<file path="src/rtl/cnn_pkg.sv">
// cnn_pkg: shared constants and types for the result-SRAM read path.
// Latency: n/a (declarations only).
// Backpressure: n/a.
package cnn_pkg;

    // Mirrors of the accelerator's def.v word and address widths.
    localparam int INTERNAL_BITS  = 32;
    localparam int SRAM_ADDR_BITS = 16;

    // Read-ahead window: words issued to the SRAM but not yet taken by the sink.
    localparam int RD_FIFO_DEPTH  = 2;

    typedef enum logic [1:0] {
        IDLE,
        READ,
        DRAIN,
        FIN
    } rd_state_e;

endpackage

</file>
<file path="src/rtl/sram_rd_skid.sv">
// sram_rd_skid: 2-entry registered FIFO holding captured SRAM words plus their last-beat tag.
// Latency: a word pushed at an edge is at the head from the following cycle.
// Backpressure: no overflow guard; the caller's credit logic keeps pushes within depth and pops only when count!=0.
// Ports: push/push_dat/push_last (write), pop (read), count (occupancy), head_dat/head_last (current head).
module sram_rd_skid #(
    parameter int DATA_W = 32
) (
    input  logic              clk,
    input  logic              rst,
    input  logic              push,
    input  logic [DATA_W-1:0] push_dat,
    input  logic              push_last,
    input  logic              pop,
    output logic [1:0]        count,
    output logic [DATA_W-1:0] head_dat,
    output logic              head_last
);

    logic [1:0][DATA_W-1:0] dat_q, dat_d;
    logic [1:0]             last_q, last_d;
    logic                   wr_ptr_q, wr_ptr_d;
    logic                   rd_ptr_q, rd_ptr_d;
    logic [1:0]             count_q, count_d;

    always_comb begin
        dat_d    = dat_q;
        last_d   = last_q;
        wr_ptr_d = wr_ptr_q;
        rd_ptr_d = rd_ptr_q;
        count_d  = count_q + {1'b0, push} - {1'b0, pop};
        if (push) begin
            dat_d[wr_ptr_q]  = push_dat;
            last_d[wr_ptr_q] = push_last;
            wr_ptr_d         = ~wr_ptr_q;
        end
        if (pop) begin
            rd_ptr_d = ~rd_ptr_q;
        end
    end

    always_ff @(posedge clk or negedge rst) begin
        if (!rst) begin
            dat_q    <= '0;
            last_q   <= '0;
            wr_ptr_q <= 1'b0;
            rd_ptr_q <= 1'b0;
            count_q  <= 2'd0;
        end else begin
            dat_q    <= dat_d;
            last_q   <= last_d;
            wr_ptr_q <= wr_ptr_d;
            rd_ptr_q <= rd_ptr_d;
            count_q  <= count_d;
        end
    end

    assign count     = count_q;
    assign head_dat  = dat_q[rd_ptr_q];
    assign head_last = last_q[rd_ptr_q];

endmodule

</file>
<file path="src/rtl/sram_result_reader.sv">
// sram_result_reader: port-A read engine streaming a programmed SRAM address range out over valid/ready.
// Latency: start edge E0 -> first CENA low in the next cycle, first out_valid two cycles later; done 1 cycle after the last beat.
// Backpressure: full; at most 2 words are read ahead of the sink, issue stalls when the window is used up.
// Ports: start/base_addr/length (request), busy/done (status), SRAM_CENA/SRAM_AA/SRAM_QA (port A),
//        out_valid/out_ready/out_data/out_last (result stream).
module sram_result_reader
    import cnn_pkg::*;
#(
    parameter int DATA_W = INTERNAL_BITS,
    parameter int ADDR_W = SRAM_ADDR_BITS
) (
    input  logic              clk,
    input  logic              rst,
    input  logic              start,
    input  logic [ADDR_W-1:0] base_addr,
    input  logic [ADDR_W:0]   length,
    output logic              busy,
    output logic              done,
    output logic              SRAM_CENA,
    output logic [ADDR_W-1:0] SRAM_AA,
    input  logic [DATA_W-1:0] SRAM_QA,
    output logic              out_valid,
    input  logic              out_ready,
    output logic [DATA_W-1:0] out_data,
    output logic              out_last
);

    rd_state_e         state_q, state_d;
    logic [ADDR_W-1:0] addr_q, addr_d;       // next address to issue
    logic [ADDR_W-1:0] aa_q, aa_d;           // last issued address, held on AA while idle
    logic [ADDR_W:0]   len_q, len_d;
    logic [ADDR_W:0]   issued_q, issued_d;
    logic              inflight_q, inflight_d;
    logic              inflight_last_q, inflight_last_d;

    logic [1:0]        fifo_count;
    logic [DATA_W-1:0] head_dat;
    logic              head_last;
    logic              pop;
    logic              issue;
    logic [2:0]        credit;

    assign out_valid = (fifo_count != 2'd0);
    assign out_data  = head_dat;
    assign out_last  = out_valid & head_last;
    assign pop       = out_valid & out_ready;

    // Words still owed to the sink after this cycle's pop; a new issue is allowed
    // only if it keeps the read-ahead window within the FIFO depth.
    assign credit = {1'b0, fifo_count} + {2'b00, inflight_q} - {2'b00, pop};
    assign issue  = (state_q == READ) && (issued_q != len_q) && (credit < 3'(RD_FIFO_DEPTH));

    assign SRAM_CENA = ~issue;
    assign SRAM_AA   = issue ? addr_q : aa_q;
    assign busy      = (state_q == READ) || (state_q == DRAIN);
    assign done      = (state_q == FIN);

    always_comb begin
        state_d         = state_q;
        addr_d          = addr_q;
        aa_d            = aa_q;
        len_d           = len_q;
        issued_d        = issued_q;
        // The SRAM returns data one cycle after an issue; the tag rides with it.
        inflight_d      = issue;
        inflight_last_d = issue && (issued_q == (len_q - (ADDR_W+1)'(1)));

        unique case (state_q)
            IDLE: begin
                if (start) begin
                    addr_d   = base_addr;
                    len_d    = length;
                    issued_d = '0;
                    // An empty range still spends one busy cycle (in DRAIN) so
                    // done lands two cycles after start, like a real run's tail.
                    state_d  = (length == '0) ? DRAIN : READ;
                end
            end
            READ: begin
                if (issue) begin
                    aa_d     = addr_q;
                    addr_d   = addr_q + ADDR_W'(1);
                    issued_d = issued_q + (ADDR_W+1)'(1);
                    if ((issued_q + (ADDR_W+1)'(1)) == len_q) begin
                        state_d = DRAIN;
                    end
                end
            end
            DRAIN: begin
                if ((len_q == '0) || (pop && head_last)) begin
                    state_d = FIN;
                end
            end
            FIN: begin
                state_d = IDLE;
            end
            default: begin
                state_d = IDLE;
            end
        endcase
    end

    always_ff @(posedge clk or negedge rst) begin
        if (!rst) begin
            state_q         <= IDLE;
            addr_q          <= '0;
            aa_q            <= '0;
            len_q           <= '0;
            issued_q        <= '0;
            inflight_q      <= 1'b0;
            inflight_last_q <= 1'b0;
        end else begin
            state_q         <= state_d;
            addr_q          <= addr_d;
            aa_q            <= aa_d;
            len_q           <= len_d;
            issued_q        <= issued_d;
            inflight_q      <= inflight_d;
            inflight_last_q <= inflight_last_d;
        end
    end

    sram_rd_skid #(
        .DATA_W (DATA_W)
    ) u_skid (
        .clk       (clk),
        .rst       (rst),
        .push      (inflight_q),
        .push_dat  (SRAM_QA),
        .push_last (inflight_last_q),
        .pop       (pop),
        .count     (fifo_count),
        .head_dat  (head_dat),
        .head_last (head_last)
    );

endmodule

</file>
<file path="config.mk">
export PLATFORM = sky130hd
export DESIGN_NAME = sram_result_reader
export DESIGN_NICKNAME = d
export VERILOG_FILES = /design/src/rtl/cnn_pkg.sv /design/src/rtl/sram_rd_skid.sv /design/src/rtl/sram_result_reader.sv
export SDC_FILE = /design/constraint.sdc
export NUM_CORES = 1
export LEC_CHECK = 0
export BUFFER_PORTS_ARGS = -buffer_cell sky130_fd_sc_hd__buf_2
export CAP_MARGIN = 15
export CORE_UTILIZATION = 57
export DETAILED_ROUTE_END_ITERATION = 12
export PLACE_DENSITY = 0.8
export SLEW_MARGIN = 20
export SYNTH_ARGS = -nofsm -noshare
export SYNTH_HDL_FRONTEND = slang
export SYNTH_SLANG_ARGS = --single-unit
</file>
<file path="constraint.sdc">
create_clock -name clk -period 4.85 [get_ports clk]
set_clock_uncertainty 0.05 [all_clocks]
set_input_delay 0.97 -clock clk [delete_from_list [all_inputs] [get_ports clk]]
set_output_delay 0.97 -clock clk [all_outputs]
set_load 0.005 [all_outputs]
</file>
* Word-level counts from Yosys, hierarchy flattened
Cells that the tools add are included.
Cells by class: $add $sub $neg 7, magnitude comparators 4, equal/unequal tests 10, multiplexer cells 23, bitwise gates (word level) 5, reduce and logical (&&, ||, !) cells 15
Operators by type and width (count):
- $mux W32 | 3
- $bwmux W64 | 1
- $mux W16 | 3
- $eq A17 B17 Y1 | 2
- $logic_not A17 Y1 | 2
- $mux W17 | 2
- $pmux W17 S2 | 1
- $demux W32 S1 | 1
- $pmux W16 S2 | 1
- $add A17 B1 Y17 const B | 1
- $ne A17 B17 Y1 | 1
- $sub A17 B1 Y17 const B | 1
- $add A16 B1 Y16 const B | 1
- $mux W2 | 5
- $pmux W2 S4 | 1
- $logic_and A1 B1 Y1 | 5
- $eq A2 B2 Y1 const B | 2
- $lt A1 B2 Y1 const B | 2
- $ne A2 B1 Y1 const B | 2
- $ne A2 B2 Y1 const B | 2
- $reduce_and A4 Y1 | 1
- $reduce_bool A2 Y1 | 2
- $add A2 B1 Y3 | 1
- $lt A3 B2 Y1 const B | 1
- other kinds (14) | 20
Storage, ports and cells: register bits 140, input port bits 69, word-level logic and storage cells 77

* Logic depth before layout (Yosys ltp)
word-level depth 7, gate-level depth with buffers 15, depth with buffers taken out 14

* Cells and area by module
Synthesis repeated with hierarchy kept, for this count alone.
Second synthesis, totals: cell total of the unflattened synthesis 753, area, all modules 7885.1 µm²
Modules (own cells, without submodules):
- sram_result_reader | instances 1, cells each 563, area an instance 4698.3 µm², seq. area each 1751.7 µm²
- sram_rd_skid | instances 1, cells each 190, area an instance 3186.8 µm², seq. area each 1751.7 µm²

* Worst setup path before layout
No wires, ideal clock.
path type input to output, from input port out_ready, to output port SRAM_AA[1], arrival time 3.232 ns, required time 3.830 ns, slack 0.598 ns, stages on the path 12, path through nand2_1 > inv_1 > ha_1 > inv_1 > ha_1 > fa_1 > xnor2_1 > nor3b_1 > o21ai_2 > inv_2 > buf_2 > mux2_2
On the way: cells in the longest elaborated chain, start to end 5
Ends and longest elaborated chain:
- start, declared | line sram_result_reader.sv:23 | input logic out_ready,
- $and A1 B1 Y1 | line sram_result_reader.sv:46 | assign pop = out_valid & out_ready;
- named net pop | line sram_result_reader.sv:39 | logic pop;
- $sub A3 B1 Y3 | line sram_result_reader.sv:50 | assign credit = {1'b0, fifo_count} + {2'b00, inflight_q} - {2'b00, pop};
- $lt A3 B2 Y1 | line sram_result_reader.sv:51 | assign issue = (state_q == READ) && (issued_q != len_q) && (credit < 3'(RD_FIFO_DEPTH));
- $logic_and A1 B1 Y1 | line sram_result_reader.sv:51
- $mux W16
- end, declared | line sram_result_reader.sv:20 | output logic [ADDR_W-1:0] SRAM_AA,
The timed path passes the listed nets, and every way through them passes these cells.

* Final worst setup path
from register u_skid.count_q[1], in the netlist u_skid.count[1], to output port SRAM_AA[12]
On the way: cells in the longest elaborated chain, start to end 6, elaborated cells on any way between the ends 7
Ends and longest elaborated chain:
- start, declared | line sram_rd_skid.sv:23 | logic [1:0] count_q, count_d;
- start signal, assigned | line sram_rd_skid.sv:53 | count_q <= count_d;
- $reduce_bool A2 Y1 | line sram_result_reader.sv:43 | assign out_valid = (fifo_count != 2'd0);
- $and A1 B1 Y1 | line sram_result_reader.sv:46
- named net pop | line sram_result_reader.sv:39
- $sub A3 B1 Y3 | line sram_result_reader.sv:50
- $lt A3 B2 Y1 | line sram_result_reader.sv:51
- $logic_and A1 B1 Y1 | line sram_result_reader.sv:51
- $mux W16
The timed path passes the listed nets, and every way through them passes these cells.

==> reports/summary.log <==
qor: drt.via_per_inst 5.86
qor: clock_tree.cts_sinks 140
qor: floorplanning.die-area 14000 sq um
qor: timing.layout_setup_ws 0.286 ns
qor: placement.place.gp.congestion 0.910
qor: layout.finish.instance_area 9090 sq um
qor: floorplanning.rows 42
qor: placement.dpl_cell_area 8440 sq um
qor: layout.multi_input_area 3970 sq um
qor: worst_setup_path.timing.critical_path.from_type register
qor: clock_tree.clk_path_buf_depth 2
qor: yosys.synthDominantCellAreaShare 0.453
qor: drt.routed_wire_length_per_instance 17.8 um
qor: yosys.post_synth_num_cell_types 60
qor: timing.fin_hold_ws 0.361 ns
qor: yosys.synth_area_per_cell 10.6 sq um
qor: layout.area_growth 17.6%
qor: timing.finalSetupViolCount 0
qor: layout.layout-drive-gt1-share 0.373
qor: timing.maxSlewHeadroom 0.327
qor: timing.maxSlewViolCount 0
qor: layout.finish.net_count 917
qor: floorplanning.floorplan.die.width 118 um
qor: clock_tree.hold_bufs_inserted_after_cts 0
qor: grt.grtUsageTotal 0.270
qor: yosys.netlist_top_cells_count dfrtp_1, mux2_2, o21ai_0
qor: clock_tree.clk_transition_reported_paths 0.06 ns
qor: worst_setup_path.ff2ff_path_depth 14
qor: timing.unrepaired_setup_endpoints_after_global_routing false
qor: timing.period_minus_slack 4.56 ns
qor: timing.min_period_over_period 0.941
qor: yosys.postSynthNetCount 810
qor: timing.slew_at_the_pin_with_the_worst_max_slew_slack 1.01 ns
qor: grt.grt_antenna_before_repair 0
qor: yosys.synth_edf_count 0
qor: yosys.synth_most_common_cell dfrtp_1
qor: yosys.async_reset_ff_frac 1.00
qor: yosys.synthFlopType dfrtp_1
qor: worst_setup_path.critical_path.endpoint_type output port
qor: worst_setup_path.crit_type register to output port
qor: clock_tree.number_of_h_tree_levels 4
qor: status.outcome completed
qor: drt.drc_violations 0
qor: yosys.synth_top_cell_by_area dfrtp_1
qor: power.leakage 4.01 nW
qor: layout.antenna_cells_inserted 0
qor: run.max-cap-violations 0
qor: power.peakVddDrop 0.342 mV
qor: drt.vias 6001
qor: yosys.netlist_area 7730 sq um
qor: clock_tree.cts-buffers-inserted 17
qor: clock_tree.cts_tree built
qor: floorplanning.boundaryPins 122
qor: placement.numPortBuffers 121
qor: grt.grt_max_degree 111
qor: timing.maxClockFrequency 219 MHz
qor: yosys.synth_sequential_area_ratio 0.453
qor: clock_tree.postCtsSetupBuffers 0
qor: layout.fillerInstances 1039
qor: placement.dp.final_hpwl 12800 um
qor: clock_tree.postCtsResizedCells 0
qor: clock_tree.clock_latency_of_the_later_clocked_register_in_the_worst_skew_pair 0.43 ns
qor: drt.drt-pass1-iter-count 7
qor: yosys.ys_top_cells_by_area dfrtp_1, mux2_2, o21ai_0, nand2_1, nor2_1
qor: grt.global_route_wire_length_before_repair 29800 um
qor: yosys.syn_inst 730
qor: clock_tree.cts-root-buf clkbuf_16
qor: power.power.density_cell_area 688 nW/um^2
qor: worst_setup_path.timing.rr.end issued_q[13]
qor: drt.drt_wl_total 18200 um
qor: floorplanning.die_height 118 um
qor: floorplanning.core_region_area 13200 sq um
qor: worst_setup_path.worst_r2r_startpoint u_skid.count[1]
qor: timing.timing.final.hold_violations 0
qor: worst_setup_path.data_required_time_of_the_critical_path 3.83 ns
qor: worst_setup_path.worstPathMaxFanout 22
qor: drt.drt-initial-drc-count 452
qor: worst_setup_path.reg2reg_setup_slack 0.90 ns
qor: timing.timing.setup.tns 0 ns
qor: drt.ant_nets 0
qor: yosys.yosys_register_bits 140
qor: grt.grt_remaining_overflow 0
qor: yosys.synthesis.yosys.warnings 0
qor: floorplanning.initial_utilization 0.583
qor: placement.pre_cts_ws 0.177 ns
qor: grt.grt_pass1_vias 5982
qor: worst_setup_path.crit_arrival 3.54 ns
qor: layout.final-seq-area 3500 sq um
qor: min_path.hold_wc_path_type input pin to async pin
[logic make-up (layout without fill, tap and decap cells)]
group / after synthesis / after routing / share of synthesized area
buffers and inverters: 63 / 181 / 0.0338
AOI/OAI and AO/OA: 128 / 128 / 0.105
adders and majority gates: 11 / 11 / 0.0188
DFF: 140 / 140 / 0.453
and+or+nand+nor: 205 / 205 / 0.136
xor gates and xnor gates: 39 / 39 / 0.0442
muxes: 144 / 144 / 0.209
[metal layers]
metal / global-route usage / share of wire / routed length, um / up-vias
li1: - / - / - / 2842
met1: 0.356 / 0.44 / 8010 / 2925
met2: 0.439 / 0.48 / 8660 / 202
met3: 0.0512 / 0.058 / 1060 / 32
met4: 0.109 / 0.025 / 461 / 0
met5: 0 / 0 / 0 / -
[registers in the layout (all words and copies together) (netlist names)]
register         count
aa_q                16
addr_q              16
inflight_last_q      1
inflight_q           1
issued_q            17
len_q               17
state_q              2
u_skid.count         2
u_skid.dat_q        64
u_skid.last_q        2
u_skid.rd_ptr_q      1
u_skid.wr_ptr_q      1
[cell type report]
| cell class | instances | share of cell area |
|---|---|---|
| Multi-Input combinational cell | 527 | 0.437 |
| Sequential cell | 140 | 0.386 |
| Timing Repair Buffer | 131 | 0.0778 |
| Clock buffer | 18 | 0.0483 |
| Tap cell | 176 | 0.0242 |
| Clock inverter | 12 | 0.0190 |
| Inverter | 20 | 0.00840 |
[critical path, stage by stage (launching register included)]
cell and delay (ns):
dfrtp_1 0.40, or2_2 0.30, nand2_1 0.12, inv_1 0.07, ha_1 0.28, inv_1 0.04, ha_1 0.18, fa_1 0.38
xnor2_1 0.15, nor3b_2 0.27, o21ai_2 0.11, clkinv_2 0.29, mux2_2 0.38, buf_2 0.13
[worst max path at each step]
stage / startpoint / end / slack (ns) / cells past startpoint
2_1_floorplan: out_ready / SRAM_AA[1] / 0.60 / 12
3_3_place_gp: out_ready / SRAM_AA[14] / 0.31 / 13
3_5_place_dp: out_ready / SRAM_AA[10] / 0.18 / 13
4_1_cts: u_skid.count[1] / SRAM_AA[10] / 0.09 / 13
5_1_grt: u_skid.count[1] / SRAM_AA[12] / 0.10 / 13
6_report: u_skid.count[1] / SRAM_AA[12] / 0.29 / 13
[through the flow]
stage                     total power, mW  std cells  utilization
after floorplan                      4.01        730            -
after global placement               4.72        993        0.637
after detailed placement             4.87        993        0.637
after CTS                            6.25       1023        0.684
after global routing                 6.65       1024        0.686
final                                6.25       1024        0.686
[power by group]
group	internal, mW	total [mW]	switching [mW]
registers	1.69	2.12	0.428
logic	1.40	2.78	1.39
clock network	0.864	1.35	0.486
[layout by cell type, fill, tap and decap left out, types with 13 or more instances in the layout]
cell	synthesis	final
mux2_2	136	136
dfrtp_1	140	140
xor2_1	21	21
nand4_1	13	13
xnor2_1	18	18
inv_1	19	19
clkbuf_16	0	17
nand2_1	56	56
a21oi_1	18	18
nor2_1	50	50
nand3_1	16	16
o21ai_0	60	60
buf_2	8	120
No activity file was read; power rests on OpenSTA's default activity.
